## config.mk

```make
export PLATFORM = sky130hd
export DESIGN_NAME = avl_bus_n21_burst
export DESIGN_NICKNAME = d
export VERILOG_FILES = /design/src/rtl/avl_bus_n21_burst.sv
export SDC_FILE = /design/constraint.sdc
export NUM_CORES = 1
export LEC_CHECK = 0
export ABC_AREA = 1
export BUFFER_PORTS_ARGS = -buffer_cell sky130_fd_sc_hd__buf_4
export CAP_MARGIN = 5
export CORE_AREA = 4 4 176 178
export CTS_BUF_LIST = sky130_fd_sc_hd__clkbuf_16
export CTS_CLUSTER_SIZE = 24
export DETAILED_ROUTE_END_ITERATION = 8
export DIE_AREA = 0 0 180 182
export SKIP_CTS_REPAIR_TIMING = 1
export SLEW_MARGIN = 20
export SYNTH_ARGS = -nofsm -noshare
export SYNTH_HDL_FRONTEND = slang
export SYNTH_SLANG_ARGS = --single-unit
```

## constraint.sdc

```tcl
create_clock -name clk -period 9.2 [get_ports clk]
set_input_delay 0.46 -clock clk [delete_from_list [all_inputs] [get_ports clk]]
set_output_delay 0.46 -clock clk [all_outputs]
set_load 0.03 [all_outputs]
```

## src/rtl/avl_bus_n21_burst.sv

```systemverilog
// -----------------------------------------------------------------------------
// avl_bus_n21_burst
//   N-to-1 Avalon-style interconnect. Arbitrates MASTER_NUM masters onto one
//   slave port with fixed-priority or round-robin selection. The grant is held
//   across write bursts. Read bursts are routed back to the issuing master
//   through a tracking FIFO of {master id, beat count}. Read data passes
//   through a registered response buffer that applies backpressure.
//
// Ports
//   clk, rest                      clock, asynchronous active-low reset
//   in_*  (packed, master i at i)  per-master command inputs
//   in_request_ready               command/beat accepted, one-hot to grantee
//   in_read_data/_valid            buffered read data, valid one-hot to owner
//   in_resp_ready                  per-master read-data acceptance
//   out_*                          command and response port to the slave
// -----------------------------------------------------------------------------
module avl_bus_n21_burst #(
    parameter int MASTER_NUM      = 4,
    parameter int ADDR_WIDTH      = 32,
    parameter int DATA_WIDTH      = 32,
    parameter int BURST_WIDTH     = 4,
    parameter int ARB_METHOD      = 1,
    parameter int SEL_FIFO_DEPTH  = 8,
    parameter int RESP_FIFO_DEPTH = 4
) (
    input  logic                                clk,
    input  logic                                rest,
    input  logic [MASTER_NUM*ADDR_WIDTH-1:0]    in_address,
    input  logic [MASTER_NUM*DATA_WIDTH/8-1:0]  in_byte_en,
    input  logic [MASTER_NUM-1:0]               in_read,
    input  logic [MASTER_NUM-1:0]               in_write,
    input  logic [MASTER_NUM*DATA_WIDTH-1:0]    in_write_data,
    input  logic [MASTER_NUM-1:0]               in_begin_burst_transfer,
    input  logic [MASTER_NUM*BURST_WIDTH-1:0]   in_burst_count,
    output logic [MASTER_NUM-1:0]               in_request_ready,
    output logic [DATA_WIDTH-1:0]               in_read_data,
    output logic [MASTER_NUM-1:0]               in_read_data_valid,
    input  logic [MASTER_NUM-1:0]               in_resp_ready,
    output logic [ADDR_WIDTH-1:0]               out_address,
    output logic [DATA_WIDTH/8-1:0]             out_byte_en,
    output logic                                out_read,
    output logic                                out_write,
    output logic [DATA_WIDTH-1:0]               out_write_data,
    output logic                                out_begin_burst_transfer,
    output logic [BURST_WIDTH-1:0]              out_burst_count,
    input  logic                                out_request_ready,
    input  logic [DATA_WIDTH-1:0]               out_read_data,
    input  logic                                out_read_data_valid,
    output logic                                out_resp_ready
);

    localparam int BE_WIDTH = DATA_WIDTH / 8;
    localparam int ID_WIDTH = $clog2(MASTER_NUM);
    localparam int SEL_AW   = $clog2(SEL_FIFO_DEPTH);
    localparam int RESP_AW  = $clog2(RESP_FIFO_DEPTH);

    typedef struct packed {
        logic                   read;
        logic                   write;
        logic                   begin_burst;
        logic [BURST_WIDTH-1:0] burst;
        logic [ADDR_WIDTH-1:0]  addr;
        logic [BE_WIDTH-1:0]    byte_en;
        logic [DATA_WIDTH-1:0]  wdata;
    } cmd_t;

    typedef struct packed {
        logic [ID_WIDTH-1:0]    id;
        logic [BURST_WIDTH-1:0] beats;
    } sel_entry_t;

    // grant_q doubles as the round-robin pointer: it always holds the last granted index
    logic [ID_WIDTH-1:0]    grant_q, grant_d, winner;
    logic                   lock_q, lock_d;
    logic [BURST_WIDTH-1:0] remaining_q, remaining_d;
    logic [BURST_WIDTH-1:0] beat_cnt_q;

    sel_entry_t             sel_mem_q [SEL_FIFO_DEPTH];
    logic [SEL_AW:0]        sel_wr_q, sel_rd_q;
    logic [DATA_WIDTH-1:0]  resp_mem_q [RESP_FIFO_DEPTH];
    logic [RESP_AW:0]       resp_wr_q, resp_rd_q;

    cmd_t                   cmd_arr [MASTER_NUM];
    cmd_t                   cmd;
    sel_entry_t             sel_head, sel_new;
    logic [MASTER_NUM-1:0]  request;
    logic                   accept, grant_update;
    logic                   sel_full, sel_empty, sel_push, sel_pop;
    logic                   resp_full, resp_empty, resp_push, resp_pop;

    // NOTE: every signal written in an always_comb gets a default first, so no path leaves it unassigned and no latch is inferred.
    always_comb begin
        for (int i = 0; i < MASTER_NUM; i++) begin
            cmd_arr[i].read        = in_read[i];
            cmd_arr[i].write       = in_write[i];
            cmd_arr[i].begin_burst = in_begin_burst_transfer[i];
            cmd_arr[i].burst       = in_burst_count[i*BURST_WIDTH +: BURST_WIDTH];
            cmd_arr[i].addr        = in_address[i*ADDR_WIDTH +: ADDR_WIDTH];
            cmd_arr[i].byte_en     = in_byte_en[i*BE_WIDTH +: BE_WIDTH];
            cmd_arr[i].wdata       = in_write_data[i*DATA_WIDTH +: DATA_WIDTH];
        end
    end

    assign cmd     = cmd_arr[grant_q];
    assign request = in_read | in_write;

    assign sel_empty  = (sel_wr_q == sel_rd_q);
    assign sel_full   = (sel_wr_q[SEL_AW] != sel_rd_q[SEL_AW]) &&
                        (sel_wr_q[SEL_AW-1:0] == sel_rd_q[SEL_AW-1:0]);
    assign resp_empty = (resp_wr_q == resp_rd_q);
    assign resp_full  = (resp_wr_q[RESP_AW] != resp_rd_q[RESP_AW]) &&
                        (resp_wr_q[RESP_AW-1:0] == resp_rd_q[RESP_AW-1:0]);

    // Command fields are forced low while reset is asserted.
    assign out_read                 = rest && cmd.read && !sel_full;
    assign out_write                = rest && cmd.write;
    assign out_begin_burst_transfer = rest && cmd.begin_burst;
    assign out_burst_count          = rest ? cmd.burst   : '0;
    assign out_address              = rest ? cmd.addr    : '0;
    assign out_byte_en              = rest ? cmd.byte_en : '0;
    assign out_write_data           = rest ? cmd.wdata   : '0;

    assign accept = out_request_ready && (out_read || out_write);

    always_comb begin
        in_request_ready          = '0;
        in_request_ready[grant_q] = rest && out_request_ready && (cmd.write || !sel_full);
    end

    // Arbitration: later loop iterations override earlier ones, so the
    // descending scan leaves the lowest qualifying index as the winner.
    always_comb begin
        winner = grant_q;
        if (ARB_METHOD == 0) begin
            for (int i = MASTER_NUM - 1; i >= 0; i--)
                if (request[i]) winner = ID_WIDTH'(i);
        end else begin
            // wrap-around candidates (at or below the last grant) first,
            // then those above it, which take precedence
            for (int i = MASTER_NUM - 1; i >= 0; i--)
                if (request[i] && i <= int'(grant_q)) winner = ID_WIDTH'(i);
            for (int i = MASTER_NUM - 1; i >= 0; i--)
                if (request[i] && i > int'(grant_q)) winner = ID_WIDTH'(i);
        end
    end

    // Write-burst lock. The next-state lock gates re-arbitration, so the first
    // beat of a burst cannot hand the bus away, and the last beat can.
    always_comb begin
        lock_d      = lock_q;
        remaining_d = remaining_q;
        if (accept && out_write) begin
            if (lock_q) begin
                remaining_d = remaining_q - 1'b1;
                if (remaining_q == BURST_WIDTH'(1)) lock_d = 1'b0;
            end else if (cmd.begin_burst && cmd.burst > BURST_WIDTH'(1)) begin
                lock_d      = 1'b1;
                remaining_d = cmd.burst - 1'b1;
            end
        end
    end

    assign grant_update = !lock_d && (!request[grant_q] || accept) && (|request);
    assign grant_d      = grant_update ? winner : grant_q;

    // Read tracking: a burst count of zero, or no burst marker, means one beat.
    assign sel_new.id    = grant_q;
    assign sel_new.beats = (cmd.begin_burst && cmd.burst != '0) ? cmd.burst : BURST_WIDTH'(1);
    assign sel_push      = accept && out_read;
    assign sel_head      = sel_mem_q[sel_rd_q[SEL_AW-1:0]];

    // Beats arriving with nothing outstanding have no owner and are dropped.
    assign out_resp_ready = !resp_full;
    assign resp_push      = out_read_data_valid && !resp_full && !sel_empty;
    assign resp_pop       = !resp_empty && in_resp_ready[sel_head.id];
    assign sel_pop        = resp_pop && (beat_cnt_q == sel_head.beats - 1'b1);

    assign in_read_data = resp_empty ? '0 : resp_mem_q[resp_rd_q[RESP_AW-1:0]];

    always_comb begin
        in_read_data_valid = '0;
        if (!resp_empty) in_read_data_valid[sel_head.id] = 1'b1;
    end

    // NOTE: sequential state uses non-blocking assignments so every register samples pre-edge values.
    always_ff @(posedge clk or negedge rest) begin
        if (!rest) begin
            grant_q     <= '0;
            lock_q      <= 1'b0;
            remaining_q <= '0;
            beat_cnt_q  <= '0;
            sel_wr_q    <= '0;
            sel_rd_q    <= '0;
            resp_wr_q   <= '0;
            resp_rd_q   <= '0;
        end else begin
            grant_q     <= grant_d;
            lock_q      <= lock_d;
            remaining_q <= remaining_d;
            if (sel_push)  sel_wr_q  <= sel_wr_q + 1'b1;
            if (sel_pop)   sel_rd_q  <= sel_rd_q + 1'b1;
            if (resp_push) resp_wr_q <= resp_wr_q + 1'b1;
            if (resp_pop)  resp_rd_q <= resp_rd_q + 1'b1;
            if (sel_pop)       beat_cnt_q <= '0;
            else if (resp_pop) beat_cnt_q <= beat_cnt_q + 1'b1;
        end
    end

    // NOTE: FIFO storage is deliberately not reset; the pointers define which entries are valid.
    always_ff @(posedge clk) begin
        if (sel_push)  sel_mem_q[sel_wr_q[SEL_AW-1:0]]    <= sel_new;
        if (resp_push) resp_mem_q[resp_wr_q[RESP_AW-1:0]] <= out_read_data;
    end

endmodule

```

Word level (Yosys, flattened, before mapping)
Memory sizes are Yosys's and may differ from the RTL's. Cells that the tools add are included. W data, S select, Z words.

Register bits: 25. RAM bits: 176. Input bits: 340. Word-level logic and storage cells: 121. Memories: 2.

Add/subtract/negate cells: 8. Magnitude comparators: 12. Eq/ne operators: 8. Muxes and demuxes: 37. Bitwise gates (word level): 3. Reductions and logical operators: 43.

Memories: resp_mem_q (depth 4, bits a word 32, rd ports 1, clocked after Yosys merged registers in 0, wr ports 1, line 80) `logic [DATA_WIDTH-1:0] resp_mem_q [RESP_FIFO_DEPTH];`; sel_mem_q (depth 8, bits a word 6, rd ports 1, clocked after Yosys merged registers in 0, wr ports 1, line 78) `sel_entry_t sel_mem_q [SEL_FIFO_DEPTH];`.

Operators with widths (count): $bmux W75 S2 (1); $mux W75 (2); $mux W32 (3); $mux W4 (8); $logic_and A1 B1 Y1 (27); $mux W2 (7); $add A4 B1 Y4 const B (3); $mux W1 (12); $sub A4 B1 Y4 const B (3); $eq A4 B4 Y1 (2); $reduce_bool A7 Y1 (1); $add A3 B1 Y3 const B (2); $eq A3 B3 Y1 (2); $logic_not A1 Y1 (6); $lt A2 B3 Y1 const B (2); $and A4 B4 Y4 (1); $bmux W1 S2 (2); $demux W1 S2 (2); $eq A4 B1 Y1 const B (1); $ge A2 B1 Y1 const B (2); $gt A2 B2 Y1 const A (2); $gt A4 B1 Y1 const B (1); $le A2 B2 Y1 const A (2); $or A4 B4 Y4 (1); other kinds (11) (16).

Depth between registers and ports, before layout
Depth in word-level cells: 14. Gate-level depth with buffers: 17. Gate-level depth less buffers: 16.

Worst setup path before layout
Ideal clock, no wire load.

Kind: reg2reg. Start point: reg resp_rd_q[0]. End point: mem resp_mem_q[3][0], enable pin. Arrival time: 2.545 ns. Data required time: 8.776 ns. Path slack: 6.231 ns. Cell stages (with the launch flop): 7. Path buffers: 1. Clock period less this slack: 2.969 ns. Cell sequence: dfrtp_1 -> buf_2 -> nand2_1 -> nand4_1 -> or2_2 -> o211ai_2 -> nor2_1.

Cells in the longest elaborated chain, start to end: 7.

Ends and longest elaborated chain: from (decl) (line 81) `logic [RESP_AW:0] resp_wr_q, resp_rd_q;`; from (signal assigned) (line 203) `if (resp_pop) resp_rd_q <= resp_rd_q + 1'b1;`; $eq A2 B2 Y1 (line 112) `(resp_wr_q[RESP_AW-1:0] == resp_rd_q[RESP_AW-1:0]);`; $logic_and A1 B1 Y1 (line 111) `assign resp_full = (resp_wr_q[RESP_AW] != resp_rd_q[RESP_AW]) &&`; $logic_not A1 Y1; via out_resp_ready (line 49) `output logic out_resp_ready`; $logic_and A1 B1 Y1 (2 in series) (line 174) `assign resp_push = out_read_data_valid && !resp_full && !sel_empty;`; $mux W1 (line 212) `if (resp_push) resp_mem_q[resp_wr_q[RESP_AW-1:0]] <= out_read_data;`; $mux W1 (implied by the code) (line 212); to (decl) (line 80).

The timed path passes the listed nets, and every way through them passes these cells.

Worst setup path in the final report
Start point: reg grant_q[1]. End point: out out_byte_en[0].

Cells in the longest elaborated chain, start to end: 5.

Ends and longest elaborated chain: from (decl) (line 73) `logic [ID_WIDTH-1:0] grant_q, grant_d, winner;`; from (signal assigned) (line 197) `grant_q <= grant_d;`; $not A2 Y3 (implied by the code) (line 104) `assign cmd = cmd_arr[grant_q];`; $bmux W75 S2 (line 104); $mux W75 (implied by the code) (2 in series) (line 104); $mux W4 (line 120) `assign out_byte_en = rest ? cmd.byte_en : '0;`; to (decl) (line 40) `output logic [DATA_WIDTH/8-1:0] out_byte_en,`.

No other way between the ends. The select of a mux whose other input is x is not followed.

==> out/results.tsv <==
stage	metric	value	unit
route	vias	10440	
setup_path	crit start category	flop	
place	DP HPWL	35100	um
timing	Final Hold Fails	0	
floorplan	cell row count	63	
timing	FMAX	257	MHz
logic_synthesis	Distinct cells, synth	39	
setup_path	Reg2Reg Depth	10	
cells_and_area	final non-filler cell total	1963	
min_path	hold_sp	out_read_data[14]	
logic_synthesis	Seq/Total Area, Yosys	54.6	%
route	Avg WL per Cell	23.0	um
place	Final GP Congestion	1.01	
timing	endpoints failing setup	0	
grt	largest net degree at the start of global routing	75	
floorplan	Die Ht	182	um
min_path	worst hold-check path type	in -> reg	
cells_and_area	Layout area overhead	41.3	%
setup_path	Arr. time, crit path	3.43	ns
timing	Min Clock Period, post-route	3.89	ns
grt	antenna violations before repair	0	
min_path	hold depth	1	
route	Routed Antenna Nets	0	
logic_synthesis	Post-Syn Instances	1139	
logic_synthesis	Ys Warns	0	
timing	Slew Limit Headroom	31.7	%
place	I/O Buffers	455	
route	DRT Wirelength	45200	um
status	status	finished, final reports clean	
clock_tree	CTS tree	yes	
timing	RSZ-0062 raised after global routing	false	
floorplan	Initial Utilization	36.8	%
floorplan	Die Wd	180	um
power_and_ir_drop	VDD IR max	0.000160	V
logic_synthesis	synthesized cell area	10800	um2
grt	GR Overflow Total	0	
route	First-pass DRT Iterations	5	
min_path	Hold EP	resp_mem_q[3][14]	
setup_path	WP data required	8.74	ns
cells_and_area	most frequent cells in the layout	buf_4 (467), nand2_1 (190), edfxtp_1 (176), a22oi_1 (137), nor2_1 (104)	
floorplan	die area	32800	um2
timing	Least-Margin Pin Slew	1.02	ns
setup_path	setup slack, reg-to-reg	5.75	ns
job	MaxCap Viol Count	0	
clock_tree	clock tree sinks	201	
setup_path	critical path type	reg -> out	
logic_synthesis	synthesized area per cell	9.51	um2
setup_path	reg2reg end	sel_mem_q[6][3]	
clock_tree	CTS max path bufs	3	
timing	period utilization	42.3	%
setup_path	critical path endpoint category	primary output	
timing	post-route clock skew	0.0116	ns
route	routed vias/inst	5.32	
setup_path	Worst Path Max Fanout	47	
place	dpl cells	1923	
grt	gr usage total	26.0	%
power_and_ir_drop	static leakage	0.00678	uW
cells_and_area	NumNets Final	1911	
timing	Final Max Slew Viols	0	
clock_tree	CTS Buf Count	22	
timing	Setup TNS	0	ns
floorplan	Ports	456	
floorplan	core area	29400	um2
route	drt initial violations	866	
power_and_ir_drop	ratio of total power to cell area	356	nW/um2
cells_and_area	commonest non-fill, non-tap cell in the layout	buf_4	
logic_synthesis	#FFs+latches synth	201	
clock_tree	clk root buf	clkbuf_16	
setup_path	RR Startpoint	grant_q[1]	
logic_synthesis	Synthesized Nets	1492	
clock_tree	Worst-Skew Late Latency	0.49	ns
cells_and_area	share of cells above drive strength 1	35.5	%
clock_tree	clk slew on worst S/H paths	0.06	ns
route	Residual DRC	0	
cells_and_area	diode count	0	
cells_and_area	filler cell count	2753	
clock_tree	H-tree levels	1	
grt	vias in the first global route	10075	
grt	first-pass GRT wire length	64800	um
worst max path at each step:
| stage | startpoint | end | cells past startpoint |
|---|---|---|---|
| 5_1_grt | grant_q[1] | out_write_data[21] | 5 |
| 4_1_cts | resp_rd_q[0] | in_read_data[19] | 8 |
| 2_1_floorplan | resp_rd_q[0] | resp_mem_q[3][0] | 6 |
| 3_5_place_dp | grant_q[1] | sel_mem_q[6][0] | 10 |
| 3_3_place_gp | grant_q[1] | sel_mem_q[6][0] | 10 |
| 6_report | grant_q[1] | out_byte_en[0] | 5 |
cells in the mapped netlist, drive strengths merged:
cell type,n,area (um2)
inv,107,402
a31oi,2,12.5
or2,5,31.3
nand2,195,749
clkbuf,48,180
ha,13,163
dfrtp,25,626
xnor2,6,52.6
o21ai,82,422
o211ai,1,12.5
xor2,11,104
o22ai,34,213
a22o,1,8.76
nand4,7,43.8
buf,25,181
nand3,61,355
a22oi,137,1030
a21oi,75,402
nor3,6,35.0
nor4,1,6.26
a31o,1,8.76
edfxtp,176,5290
nor2,120,510
flip-flops by register name (all words and copies together) (netlist names):
signal,cells
sel_wr_q,4
beat_cnt_q,4
grant_q,2
resp_mem_q,128
lock_q,1
resp_rd_q,3
sel_mem_q,48
resp_wr_q,3
sel_rd_q,4
remaining_q,4
per-layer routing:
metal | share of wire (%) | track usage [%] | vias up | wire (um)
met4 | 2.0 | 5.33 | 0 | 917
met2 | 44 | 40.1 | 488 | 20100
met1 | 44 | 36.6 | 5021 | 19700
met3 | 10 | 8.03 | 47 | 4530
li1 | - | - | 4884 | -
met5 | 0 | 0 | - | 0
worst max-delay path: stages, from the launching register on:
cell     delay (ns)
dfrtp_1        0.62
nor2_4         0.67
buf_4          0.57
a22oi_1        0.17
a21oi_1        0.59
buf_4          0.28
per-stage QoR:
stage	utilization (%)	setup slack, ns	power, uW	hold slack, ns	cell area (um2)
2_1_floorplan	-	6.23	3380	0.164	10800
3_3_place_gp	49.3	5.77	4470	0.407	14500
3_5_place_dp	49.3	5.73	4500	0.414	14500
4_1_cts	52.0	5.34	5470	-0.107	15300
5_1_grt	52.0	5.21	5790	0.157	15300
6_report	52.0	5.31	5450	0.172	15300
cells by family (layout without fill, tap and decap cells):
kind of cell             after synthesis  in the layout  share of synthesized area [%]
AO/OA/AOI/OAI                        333            333                           19.5
flip-flops                           201            201                           54.6
XOR/XNOR                              17             17                           1.44
adder cells (fa/ha/maj)               13             13                           1.50
AND/OR/NAND/NOR                      395            395                           16.0
buffers and inverters                180            614                           7.05
area by class of cell:
cell class	count	area, um2	area share, %
Tap cell	390	488	3.19
Clock buffer	23	576	3.76
Timing Repair Buffer	468	3520	23.0
Sequential cell	201	5910	38.6
Inverter	107	402	2.62
Clock inverter	16	230	1.50
Multi-Input combinational cell	758	4180	27.3
power by group:
| group | internal [uW] | switching (uW) | total (uW) | leakage [uW] |
|---|---|---|---|---|
| registers | 1240 | 146 | 1380 | 0.00191 |
| clock network | 621 | 340 | 961 | 0.000405 |
| logic | 1000 | 2100 | 3100 | 0.00446 |
Note: power is estimated with default switching activity, not from simulation.
